[config.mk]
export PLATFORM = sky130hd
export DESIGN_NAME = seg_display_sched
export DESIGN_NICKNAME = d
export VERILOG_FILES = /design/src/rtl/seg_display_sched.sv
export SDC_FILE = /design/constraint.sdc
export NUM_CORES = 1
export LEC_CHECK = 0
export BUFFER_PORTS_ARGS = -buffer_cell sky130_fd_sc_hd__buf_2
export CORE_MARGIN = 5
export CORE_UTILIZATION = 30
export CTS_CLUSTER_SIZE = 20
export DETAILED_ROUTE_END_ITERATION = 12
export GPL_TIMING_DRIVEN = 0
export HOLD_SLACK_MARGIN = 0.03
export PLACE_DENSITY = 0.64
export SLEW_MARGIN = 40
export SYNTH_ARGS = -nofsm -noshare
export SYNTH_HDL_FRONTEND = slang
export SYNTH_SLANG_ARGS = --single-unit
export TNS_END_PERCENT = 20
[constraint.sdc]
create_clock -name clk_100mhz -period 2 [get_ports clk_100mhz]
set_input_delay 0.2 -clock clk_100mhz [delete_from_list [all_inputs] [get_ports clk_100mhz]]
set_output_delay 0.2 -clock clk_100mhz [all_outputs]
set_load 0.02 [all_outputs]
[src/rtl/seg_display_sched.sv]
// seg_display_sched: time-shares one 4-digit BCD display between NUM_REQ sources.
// Round-robin ownership with a dwell window measured in 1 ms ticks. Urgent
// requesters preempt a non-urgent owner.
// Optional build macro SEG_SCHED_BLINK_EN: an owner granted through the urgent
// path blinks between its data and IDLE_BCD every BLINK_MS ticks.
module seg_display_sched #(
    parameter int          NUM_REQ  = 4,
    parameter int          CLK_DIV  = 100000,
    parameter int          DWELL_MS = 2000,
    parameter logic [15:0] IDLE_BCD = 16'hFFFF,
    parameter int          BLINK_MS = 250
) (
    input  logic                       clk_100mhz,
    input  logic                       reset,
    input  logic [NUM_REQ-1:0]         req,
    input  logic [NUM_REQ-1:0]         urgent,
    input  logic [16*NUM_REQ-1:0]      bcd_in,
    output logic [NUM_REQ-1:0]         grant,
    output logic [$clog2(NUM_REQ)-1:0] active_id,
    output logic [15:0]                bcd_data_op,
    output logic                       switch_pulse
);

    localparam int IW = $clog2(NUM_REQ);
    localparam int PW = (CLK_DIV > 1) ? $clog2(CLK_DIV) : 1;
    localparam int DW = $clog2(DWELL_MS + 1);

    // Elaboration-time sanity check on the configuration.
    if (NUM_REQ < 2 || NUM_REQ > 8 || CLK_DIV < 1 || DWELL_MS < 1 || BLINK_MS < 1) begin : g_bad_param
        $error("seg_display_sched: parameter out of range");
    end

    typedef enum logic [1:0] {
        S_IDLE = 2'd0,
        S_ARB  = 2'd1,
        S_HOLD = 2'd2
    } state_t;

    state_t                  state;
    logic [PW-1:0]           presc;
    logic                    tick;
    logic [DW-1:0]           dwell;
    logic [IW-1:0]           last_owner;
    logic                    from_idle;

    // Per-requester view of the packed BCD bus.
    logic [NUM_REQ-1:0][15:0] bcd_arr;
    logic [15:0]              owner_bcd;
    logic [15:0]              hold_data;

    // Arbitration results.
    logic                    any_req;
    logic                    urg_hit;
    logic [IW-1:0]           urg_idx;
    logic                    hi_hit;
    logic [IW-1:0]           hi_idx;
    logic [IW-1:0]           lo_idx;
    logic [IW-1:0]           win_idx;

    // Owner status used by the HOLD exit conditions.
    logic                    owner_req;
    logic                    owner_urg;
    logic                    other_urg;
    logic                    hold_exit;

    assign bcd_arr   = bcd_in;
    assign owner_bcd = bcd_arr[active_id];
    assign owner_req = req[active_id];
    assign owner_urg = urgent[active_id];
    // grant is the owner's one-hot while in HOLD, so it masks the owner out.
    assign other_urg = |(req & urgent & ~grant);
    assign any_req   = |req;
    assign tick      = (presc == PW'(CLK_DIV - 1));

    // Priority order: owner drop, urgent preemption of a non-urgent owner, dwell expiry.
    assign hold_exit = !owner_req || (!owner_urg && other_urg) || (dwell == '0);

    // Free-running 1 ms prescaler; tick marks the last count before wrap.
    always_ff @(posedge clk_100mhz) begin
        if (reset) begin
            presc <= '0;
        end else if (tick) begin
            presc <= '0;
        end else begin
            presc <= presc + 1'b1;
        end
    end

    // Winner selection: lowest urgent index first, else round-robin after last_owner.
    always_comb begin
        urg_hit = 1'b0;
        urg_idx = '0;
        hi_hit  = 1'b0;
        hi_idx  = '0;
        lo_idx  = '0;
        // Descending scan so the lowest qualifying index is the one left standing.
        for (int i = NUM_REQ - 1; i >= 0; i--) begin
            if (req[i] && urgent[i]) begin
                urg_hit = 1'b1;
                urg_idx = IW'(i);
            end
            if (req[i]) begin
                if (i > int'(last_owner)) begin
                    hi_hit = 1'b1;
                    hi_idx = IW'(i);
                end else begin
                    lo_idx = IW'(i);
                end
            end
        end
        // Indices above last_owner come before the wrapped-around ones.
        if (urg_hit) begin
            win_idx = urg_idx;
        end else if (hi_hit) begin
            win_idx = hi_idx;
        end else begin
            win_idx = lo_idx;
        end
    end

`ifdef SEG_SCHED_BLINK_EN
    localparam int BW = $clog2(BLINK_MS + 1);

    logic          urg_owner;
    logic [BW-1:0] blink_cnt;
    logic          blink_show;

    // Blink phase: restarts at "shown" on every grant, advances on ticks while holding.
    always_ff @(posedge clk_100mhz) begin
        if (reset) begin
            urg_owner  <= 1'b0;
            blink_cnt  <= '0;
            blink_show <= 1'b1;
        end else if (state == S_ARB && any_req) begin
            urg_owner  <= urg_hit;
            blink_cnt  <= '0;
            blink_show <= 1'b1;
        end else if (state == S_HOLD && tick) begin
            if (blink_cnt == BW'(BLINK_MS - 1)) begin
                blink_cnt  <= '0;
                blink_show <= ~blink_show;
            end else begin
                blink_cnt  <= blink_cnt + 1'b1;
            end
        end
    end

    assign hold_data = (urg_owner && !blink_show) ? IDLE_BCD : owner_bcd;
`else
    assign hold_data = owner_bcd;
`endif

    // Ownership FSM with registered grant, id, display data and switch pulse.
    always_ff @(posedge clk_100mhz) begin
        if (reset) begin
            state        <= S_IDLE;
            grant        <= '0;
            active_id    <= '0;
            switch_pulse <= 1'b0;
            bcd_data_op  <= IDLE_BCD;
            dwell        <= '0;
            last_owner   <= IW'(NUM_REQ - 1);
            from_idle    <= 1'b0;
        end else begin
            switch_pulse <= 1'b0;
            case (state)
                S_IDLE: begin
                    grant       <= '0;
                    bcd_data_op <= IDLE_BCD;
                    if (any_req) begin
                        state     <= S_ARB;
                        from_idle <= 1'b1;
                    end
                end
                S_ARB: begin
                    // bcd_data_op keeps its last value through this single cycle.
                    if (!any_req) begin
                        state       <= S_IDLE;
                        bcd_data_op <= IDLE_BCD;
                    end else begin
                        state        <= S_HOLD;
                        grant        <= NUM_REQ'(1) << win_idx;
                        active_id    <= win_idx;
                        last_owner   <= win_idx;
                        dwell        <= DW'(DWELL_MS);
                        // Re-granting the same owner after dwell expiry is not a switch.
                        switch_pulse <= (win_idx != active_id) || from_idle;
                        from_idle    <= 1'b0;
                    end
                end
                S_HOLD: begin
                    bcd_data_op <= hold_data;
                    if (tick && dwell != '0) begin
                        dwell <= dwell - 1'b1;
                    end
                    if (hold_exit) begin
                        state <= S_ARB;
                        grant <= '0;
                    end
                end
                default: begin
                    state <= S_IDLE;
                    grant <= '0;
                end
            endcase
        end
    end

endmodule

# After elaboration in Yosys (flattened, before gate mapping)
# Cells that the tools add are included.
# word_totals
ff_bits	56
latchBits	0
ramBits	0
romBits	0
output_inout_bits	23
elab_cells	107
memories	0
# classes
add_sub_neg	2
multipliers	0
n_div	0
magnitude_cmp	4
eq_ne	9
shift	1
muxes	50
bitwise	5
reduce_logical	27
# ops
op	count
16-bit one-hot mux with 3 select lines	1
2-bit two-way mux	22
16-bit binary-select mux with 2-bit select	1
16-bit two-way mux	2
11-bit two-way mux	2
11-bit one-hot mux with 2 select lines	1
17-bit by 1-bit adder with 17-bit output, second input constant	1
17-bit == test, second input constant	1
1-bit two-way mux	14
11-bit zero test	1
11-bit nonzero test	1
11-bit by 1-bit subtractor with 11-bit output, second input constant	1
2-bit inequality test, second input constant	5
4-bit AND	2
4-bit two-way mux	2
4-bit one-hot mux with 2 select lines	1
2-bit AND reduction	4
4-bit OR reduction	2
1-bit logical AND	6
2-bit one-hot mux with 3 select lines	1
3-bit AND reduction	2
1-bit binary-select mux with 2-bit select	2
2-bit > comparator, first input constant	2
4-bit NOT	1
15 further kinds	20

# Depth between registers and ports, before layout
# Gate-level depths: netlist of run 1.
# depth
ltp_word	13
ltp_mapped	8
ltp_nobuf	7

# Worst setup path after synthesis of run 1
# No wires, ideal clock.
# synth_timing
kind	reg2reg
from	reg active_id[0]
to	reg bcd_data_op[10]
setup_ps	129
t_arrival_ps	2082
required_ps	1871
path_slack_ps	-211
path_stages_with_launch	6
path_buffers	2
path_cell_list	dfxtp_1 > buf_1 > buf_2 > mux4_2 > o22ai_1 > nand2_1
# synth_between
elab_chain_cells	3
# synth_rtl
item	line_no	source
from (decl)	19	output logic [$clog2(NUM_REQ)-1:0] active_id,
from (signal assigned)	183	active_id <= win_idx;
16-bit binary-select mux with 2-bit select	67	assign owner_bcd = bcd_arr[active_id];
16-bit two-way mux (not written as such)	67	
16-bit one-hot mux with 3 select lines	166	case (state)
to (signal assigned)	192	bcd_data_op <= hold_data;
to (decl)	20	output logic [15:0] bcd_data_op,
# No other way between the ends. The select of a mux whose other input is x is not followed.
# A chain may end at the register's enable or synchronous reset.

# Worst setup path after layout of run 1
# layout_timing
from	reg presc[9]
to	reg dwell[7]
# layout_between
elab_chain_cells	4
# layout_rtl
item	line_no	source
from (decl)	40	logic [PW-1:0] presc;
from (signal assigned)	85	presc <= presc + 1'b1;
17-bit == test	73	assign tick = (presc == PW'(CLK_DIV - 1));
1-bit logical AND	193	if (tick && dwell != '0) begin
2-bit inequality test (no source line)	n/a	
3-bit AND reduction (no source line)	n/a	
to (signal assigned)	185	dwell <= DW'(DWELL_MS);
to (signal assigned)	194	dwell <= dwell - 1'b1;
to (decl)	42	logic [DW-1:0] dwell;
# No other way between the ends.

==> impl_metrics.csv, run 1 <==
group,metric,value,unit
critical_path,endpoint_kind,"flop",
clock_network,postCtsHoldBufs,0,
power,p_leak,1.46,nW
yosys,synth_common_cells,"dfxtp_1, nor2_1, nand2_1",
grt,grt_pass1_vias,2691,
critical_path,worst-r2r-setup-slack,0.008,ns
sta,finalMaxSlewViolations,0,
finish,design_area,0.00389,mm^2
grt,grt_pass1_wl,12.8,mm
status,status,"complete, no violations",
clock_network,tritoncts.num_buffers,5,
sta,clock_skew,0.0152,ns
critical_path,cp_cell_sequence,"nand2_2 > or4_4 > or3_4 > or4_4 > a31oi_4",
worst_hold_path,worstHoldPathCells,3,
grt,gr-usage-all-layers,0.135,
power,power_density,598,mW/mm^2
sta,setup_slack,0.00781,ns
critical_path,rr_startpoint,"presc[9]",
yosys,synthArstFlopShare,0,
critical_path,path_buf_inv,0,
worst_hold_path,holdPathEnd,"grant[0]",
yosys,ys_ff_latch,56,
sta,finalSetupTns,0,ns
finish,final_core_util,0.419,
yosys,synth_top_area_frac,0.389,
yosys,synthesis.nets,389,
floorplanning,core_area,0.00928,mm^2
yosys,synth.most_common_cell,"dfxtp_1",
routing,drtAntennaViolNets,0,
clock_network,cts-htree-levels,2,
power,power,2.33,mW
sta,relSlewSlack,0.537,
finish,fin_nets,505,
sta,rsz0062_at_grt,"yes",
critical_path,cp_top_family,"simple AND/OR/NAND/NOR gates",
place,hpwl,6.32,mm
clock_network,cts_root_buf,"clkbuf_8",
place,io_buffer_count,94,
sta,min_period_over_period,0.996,
critical_path,setup.worst_path.class,"flop to flop",
sta,hold_slack,0.252,ns
floorplanning,die_h,108,um
yosys,avgSynthCellArea,9.20,um^2
critical_path,slowest_stage,"or4_4",
finish,multiInputGateArea,0.00177,mm^2
clock_network,cts_max_path_buffers,2,
sta,layout_min_cycle_time,1.99,ns
place,placed_area,0.00351,mm^2
yosys,synthTopCellsByArea,"dfxtp_1, mux4_2, o22ai_1, nor2_1, nand2_1",
critical_path,r2r_end,"dwell[7]",
routing,vias,2842,
sta,timing.fmax,502,MHz
sta,finalHoldViolations,0,
routing,via_per_inst,5.08,
routing,drc,0,
power,peakVddDrop,0.250,mV
routing,dr.pass1.iters,4,
yosys,synth_ff_type,"dfxtp_1",
floorplanning,initial_core_util,0.310,
clock_network,clkTransAtPathRegs,0.10,ns
clock_network,clk_latency,0.32,ns
clock_network,cts_tree,"built",
place,finalWeightedCongestion,0.774,
finish,areaGrowthSynthToFinish,35.1,%
grt,overflow,0,
critical_path,cp_max_fo,6,
floorplanning,dieArea,0.0117,mm^2
grt,antenna_found_initial,0,
yosys,synth_edf_count,0,
floorplanning,fp.dieW,108,um
routing,drt_wl_total,8.33,mm
sta,tightest_slew,0.694,ns
worst_hold_path,worstHoldStart,"reset",
critical_path,critPathRequiredTime,2.24,ns
flow_run,drv_cap,0,
floorplanning,ios,97,
yosys,netlist_area,0.00288,mm^2
critical_path,worstSetupStartpointType,"flop",
finish,fillCellCount,923,
critical_path,cp_common_cell,"or4_4",
yosys,yosys.area.top_type,"dfxtp_1",
routing,drt_first_iter_violations,124,
critical_path,slowest_delay,0.48,ns
yosys,ys_types,48,
finish,drive_above_1_share,0.421,
place,dp.cells,536,
finish,instances_no_fill,559,
clock_network,clock_sinks,56,
critical_path,cp.arrival,2.23,ns
worst_hold_path,hold_path.class,"primary input to flop",
floorplanning,rows,35,
critical_path,reg2regPathDepth,5,
yosys,synthCells,313,
yosys,ys_seq_area_frac,0.389,
grt,grt_max_degree,18,
routing,wl_per_cell,14.9,um
finish,register_area,0.00114,mm^2
yosys,synth_warnings,0,
place,pre_cts_ws,-0.473,ns
sta,finalSetupViolations,0,
finish,antenna_cells,0,
## layout by cell type (no fill, tap or decap), types with 10 or more instances in the layout
cell / count
mux4_2: 18
o22ai_1: 20
nor2_1: 32
xnor2_1: 10
dfxtp_1: 42
a21oi_1: 10
buf_2: 94
nand2_1: 30
clkbuf_1: 13
buf_4: 17
dfxtp_2: 12
inv_1: 15
## layer usage
| metal | wire, um | track usage | vias to the layer above | part of all wire |
|---|---|---|---|---|
| li1 | - | - | 1388 | - |
| met1 | 3500 | 0.162 | 1351 | 0.42 |
| met2 | 4040 | 0.242 | 95 | 0.48 |
| met3 | 678 | 0.0293 | 8 | 0.081 |
| met4 | 113 | 0.0397 | 0 | 0.014 |
| met5 | 0 | 0 | - | 0 |
## how the worst max path moves through the flow
stage                   from       end  slack [ns]  cells past startpoint
floorplan           presc[4]  dwell[7]       -0.19                      7
global placement    presc[0]  dwell[7]       -0.41                      7
detailed placement  presc[0]  dwell[7]       -0.47                      7
CTS                 presc[9]  dwell[7]       -0.18                      7
global route        presc[9]  dwell[8]       -0.03                      5
finish              presc[9]  dwell[7]       0.008                      5
## tightest hold or removal path, delay by kind of cell
kind                   cells  cell delay [ns]
AOI/OAI and AO/OA          2             0.21
buffers and inverters      1             0.11
## state kept, by name, indices dropped and copies added, names as in the netlist
| name | count |
|---|---|
| active_id | 2 |
| bcd_data_op | 16 |
| grant | 4 |
| from_idle | 1 |
| dwell | 11 |
| switch_pulse | 1 |
| presc | 17 |
| state | 2 |
| last_owner | 2 |
## where the power goes
part | leakage (nW) | switching, mW | internal, mW | total (mW)
clock | 0.0414 | 0.371 | 0.250 | 0.621
sequential | 0.463 | 0.0404 | 1.16 | 1.20
combinational | 0.957 | 0.258 | 0.247 | 0.505
total | 1.46 | 0.670 | 1.66 | 2.33
## cell families (layout without fill, tap and decap cells)
group	Yosys count	after routing	share of synthesized area
adders and majority gates	2	2	0.00869
DFF	56	56	0.389
muxes	19	19	0.145
and+or+nand+nor	123	123	0.215
buffers and inverters	32	149	0.0430
xor gates and xnor gates	17	17	0.0517
AOI/OAI and AO/OA	64	64	0.147
## area by class of cell
class / instances / share of cell area
flip-flops and latches: 56 / 0.294
plain buffers: 15 / 0.0177
well taps: 129 / 0.0415
clock inverters: 2 / 0.00418
inverters: 15 / 0.0145
multi-input cells: 225 / 0.455
clock buffers: 6 / 0.0186
repair buffers: 111 / 0.155
## timing repair
item | 4_1_cts | 5_1_grt
setup buffers | 13 | 4
endpoints found under the setup margin | 31 | 34
gates resized for setup | 25 | 23
pin swaps | 8 | 10
(Power assumes the default switching activity.)
==> run 2, diff against run 1 <==
--- a/config.mk
+++ b/config.mk
@@ -12,7 +12,7 @@
 export DETAILED_ROUTE_END_ITERATION = 12
 export GPL_TIMING_DRIVEN = 0
 export HOLD_SLACK_MARGIN = 0.03
-export PLACE_DENSITY = 0.64
+export PLACE_DENSITY_LB_ADDON = 0.25
 export SLEW_MARGIN = 40
 export SYNTH_ARGS = -nofsm -noshare
 export SYNTH_HDL_FRONTEND = slang
==> run 2 against run 1 <==
The run now ends with negative setup slack left. Core utilization increased by 0.15 points. Clock power up 3%. Via count is 0.91% higher. Critical endpoint is now dwell[4]. Clock skew shrank 0.0040 ns. First-iteration DRC count shrank 31%. Non-clock buffer count is 7 higher. Final cell count increased by 1.3%. Global-route usage increased by 0.63 points. Highest routed layer unchanged. Critical path type unchanged. Die area unchanged. Sequential share of layout area is 0.26 points lower. Critical path depth increased by 1.
==> impl_metrics.csv, run 2 (synthesized netlist as in run 1, its figures left out) <==
group,metric,value,unit
status,status,"complete, but fails checks",
status,violations,"negative setup slack",
sta,timing.fmax,484,MHz
place,pre_cts_ws,-0.408,ns
worst_hold_path,worstHoldStart,"reset",
grt,grt_pass1_vias,2861,
floorplanning,ios,97,
critical_path,worst-r2r-setup-slack,-0.07,ns
critical_path,endpoint_kind,"flop",
sta,setup_slack,-0.0675,ns
sta,relSlewSlack,0.538,
worst_hold_path,holdPathEnd,"grant[0]",
worst_hold_path,hold_path.class,"primary input to flop",
sta,finalSetupTns,-0.166,ns
sta,hold_slack,0.229,ns
finish,final_cell_mix,"buf_2, dfxtp_1, nor2_1",
clock_network,tritoncts.num_buffers,5,
floorplanning,initial_core_util,0.310,
grt,grt_max_degree,19,
routing,wl_per_cell,15.1,um
place,dp.cells,536,
clock_network,cts_root_buf,"clkbuf_8",
place,finalWeightedCongestion,0.753,
finish,instances_no_fill,566,
clock_network,postCtsHoldBufs,0,
routing,drt_first_iter_violations,86,
sta,finalMaxSlewViolations,0,
critical_path,cp_top_family,"simple AND/OR/NAND/NOR gates",
clock_network,cts-htree-levels,2,
sta,tightest_slew,0.693,ns
finish,areaGrowthSynthToFinish,35.6,%
place,io_buffer_count,94,
clock_network,clk_latency,0.32,ns
flow_run,drv_cap,0,
power,peakVddDrop,0.287,mV
grt,overflow,0,
critical_path,slowest_delay,0.50,ns
power,power,2.33,mW
routing,drt_wl_total,8.53,mm
critical_path,path_buf_inv,1,
floorplanning,dieArea,0.0117,mm^2
critical_path,slowest_stage,"or4_4",
sta,layout_min_cycle_time,2.07,ns
floorplanning,die_h,108,um
critical_path,critPathRequiredTime,2.22,ns
finish,largest_register_ffs,17,
clock_network,cts_tree,"built",
clock_network,clock_sinks,56,
grt,antenna_found_initial,0,
power,p_leak,1.49,nW
finish,fin_nets,512,
critical_path,reg2regPathDepth,6,
critical_path,r2r_end,"dwell[4]",
finish,fillCellCount,962,
place,hpwl,6.37,mm
floorplanning,rows,35,
power,power_density,598,mW/mm^2
routing,via_per_inst,5.07,
finish,top_register,"presc",
critical_path,cp_cell_sequence,"nand2_2 > or4_4 > or3_4 > buf_6 > o31a_1 > o31a_1",
sta,finalHoldViolations,0,
grt,grt_pass1_wl,13.4,mm
worst_hold_path,worstHoldPathCells,3,
critical_path,cp_common_cell,"o31a_1",
critical_path,cp_max_fo,7,
routing,drc,0,
sta,min_period_over_period,1.03,
clock_network,clkTransAtPathRegs,0.11,ns
sta,finalSetupViolations,7,
critical_path,worstSetupStartpointType,"flop",
finish,antenna_cells,0,
clock_network,cts_max_path_buffers,2,
critical_path,cp.arrival,2.29,ns
routing,drtAntennaViolNets,0,
floorplanning,fp.dieW,108,um
routing,dr.pass1.iters,4,
finish,top_regs,"presc (17), bcd_data_op (16), dwell (11)",
grt,gr-usage-all-layers,0.142,
finish,drive_above_1_share,0.426,
floorplanning,core_area,0.00928,mm^2
routing,vias,2868,
sta,rsz0062_at_grt,"yes",
finish,mostFrequentLayoutCell,"buf_2",
sta,clock_skew,0.0111,ns
critical_path,rr_startpoint,"presc[4]",
critical_path,setup.worst_path.class,"flop to flop",
-- run 2: worst max-delay path by stage --
stage,from,endpoint,cells past startpoint
6_report,presc[4],dwell[4],6
3_5_place_dp,presc[0],dwell[7],7
4_1_cts,presc[9],dwell[4],8
3_3_place_gp,presc[0],dwell[7],7
2_1_floorplan,presc[4],dwell[7],7
5_1_grt,dwell[0],dwell[4],8
-- run 2: what timing repair did --
item                       4_1_cts  5_1_grt
setup endpoints to repair       33       35
gates resized for setup         25       20
pin swaps                        8       13
buffers inserted                15        9
-- run 2: worst register-to-register path: stages (launching register included) --
cell and delay, ns:
dfxtp_2 0.36, nand2_2 0.06, or4_4 0.50, or3_4 0.43, buf_6 0.14, o31a_1 0.23
o31a_1 0.27
-- run 2: stage by stage --
stage          utilization  instance area [um^2]
2_1_floorplan            -                  2880
3_3_place_gp         0.378                  3510
3_5_place_dp         0.378                  3510
4_1_cts              0.409                  3800
5_1_grt              0.421                  3910
6_report             0.421                  3910
-- run 2: cell type report --
type / count / area [um^2] / share of cell area
flip-flops and latches: 56 / 1140 / 0.291
repair buffers: 118 / 658 / 0.168
multi-input cells: 225 / 1730 / 0.443
clock inverters: 3 / 22.5 / 0.00577
plain buffers: 15 / 70.1 / 0.0179
clock buffers: 5 / 68.8 / 0.0176
well taps: 129 / 161 / 0.0413
inverters: 15 / 56.3 / 0.0144
-- run 2: metal layers --
metal  global-route usage  routed length (um)
met5                    0                   0
met4               0.0442                 148
met1                0.170                3430
met3               0.0340                 655
met2                0.250                4300
-- run 2: where the power goes --
part	internal, mW	switching, mW
sequential	1.16	0.0418
combinational	0.243	0.247
clock	0.252	0.387
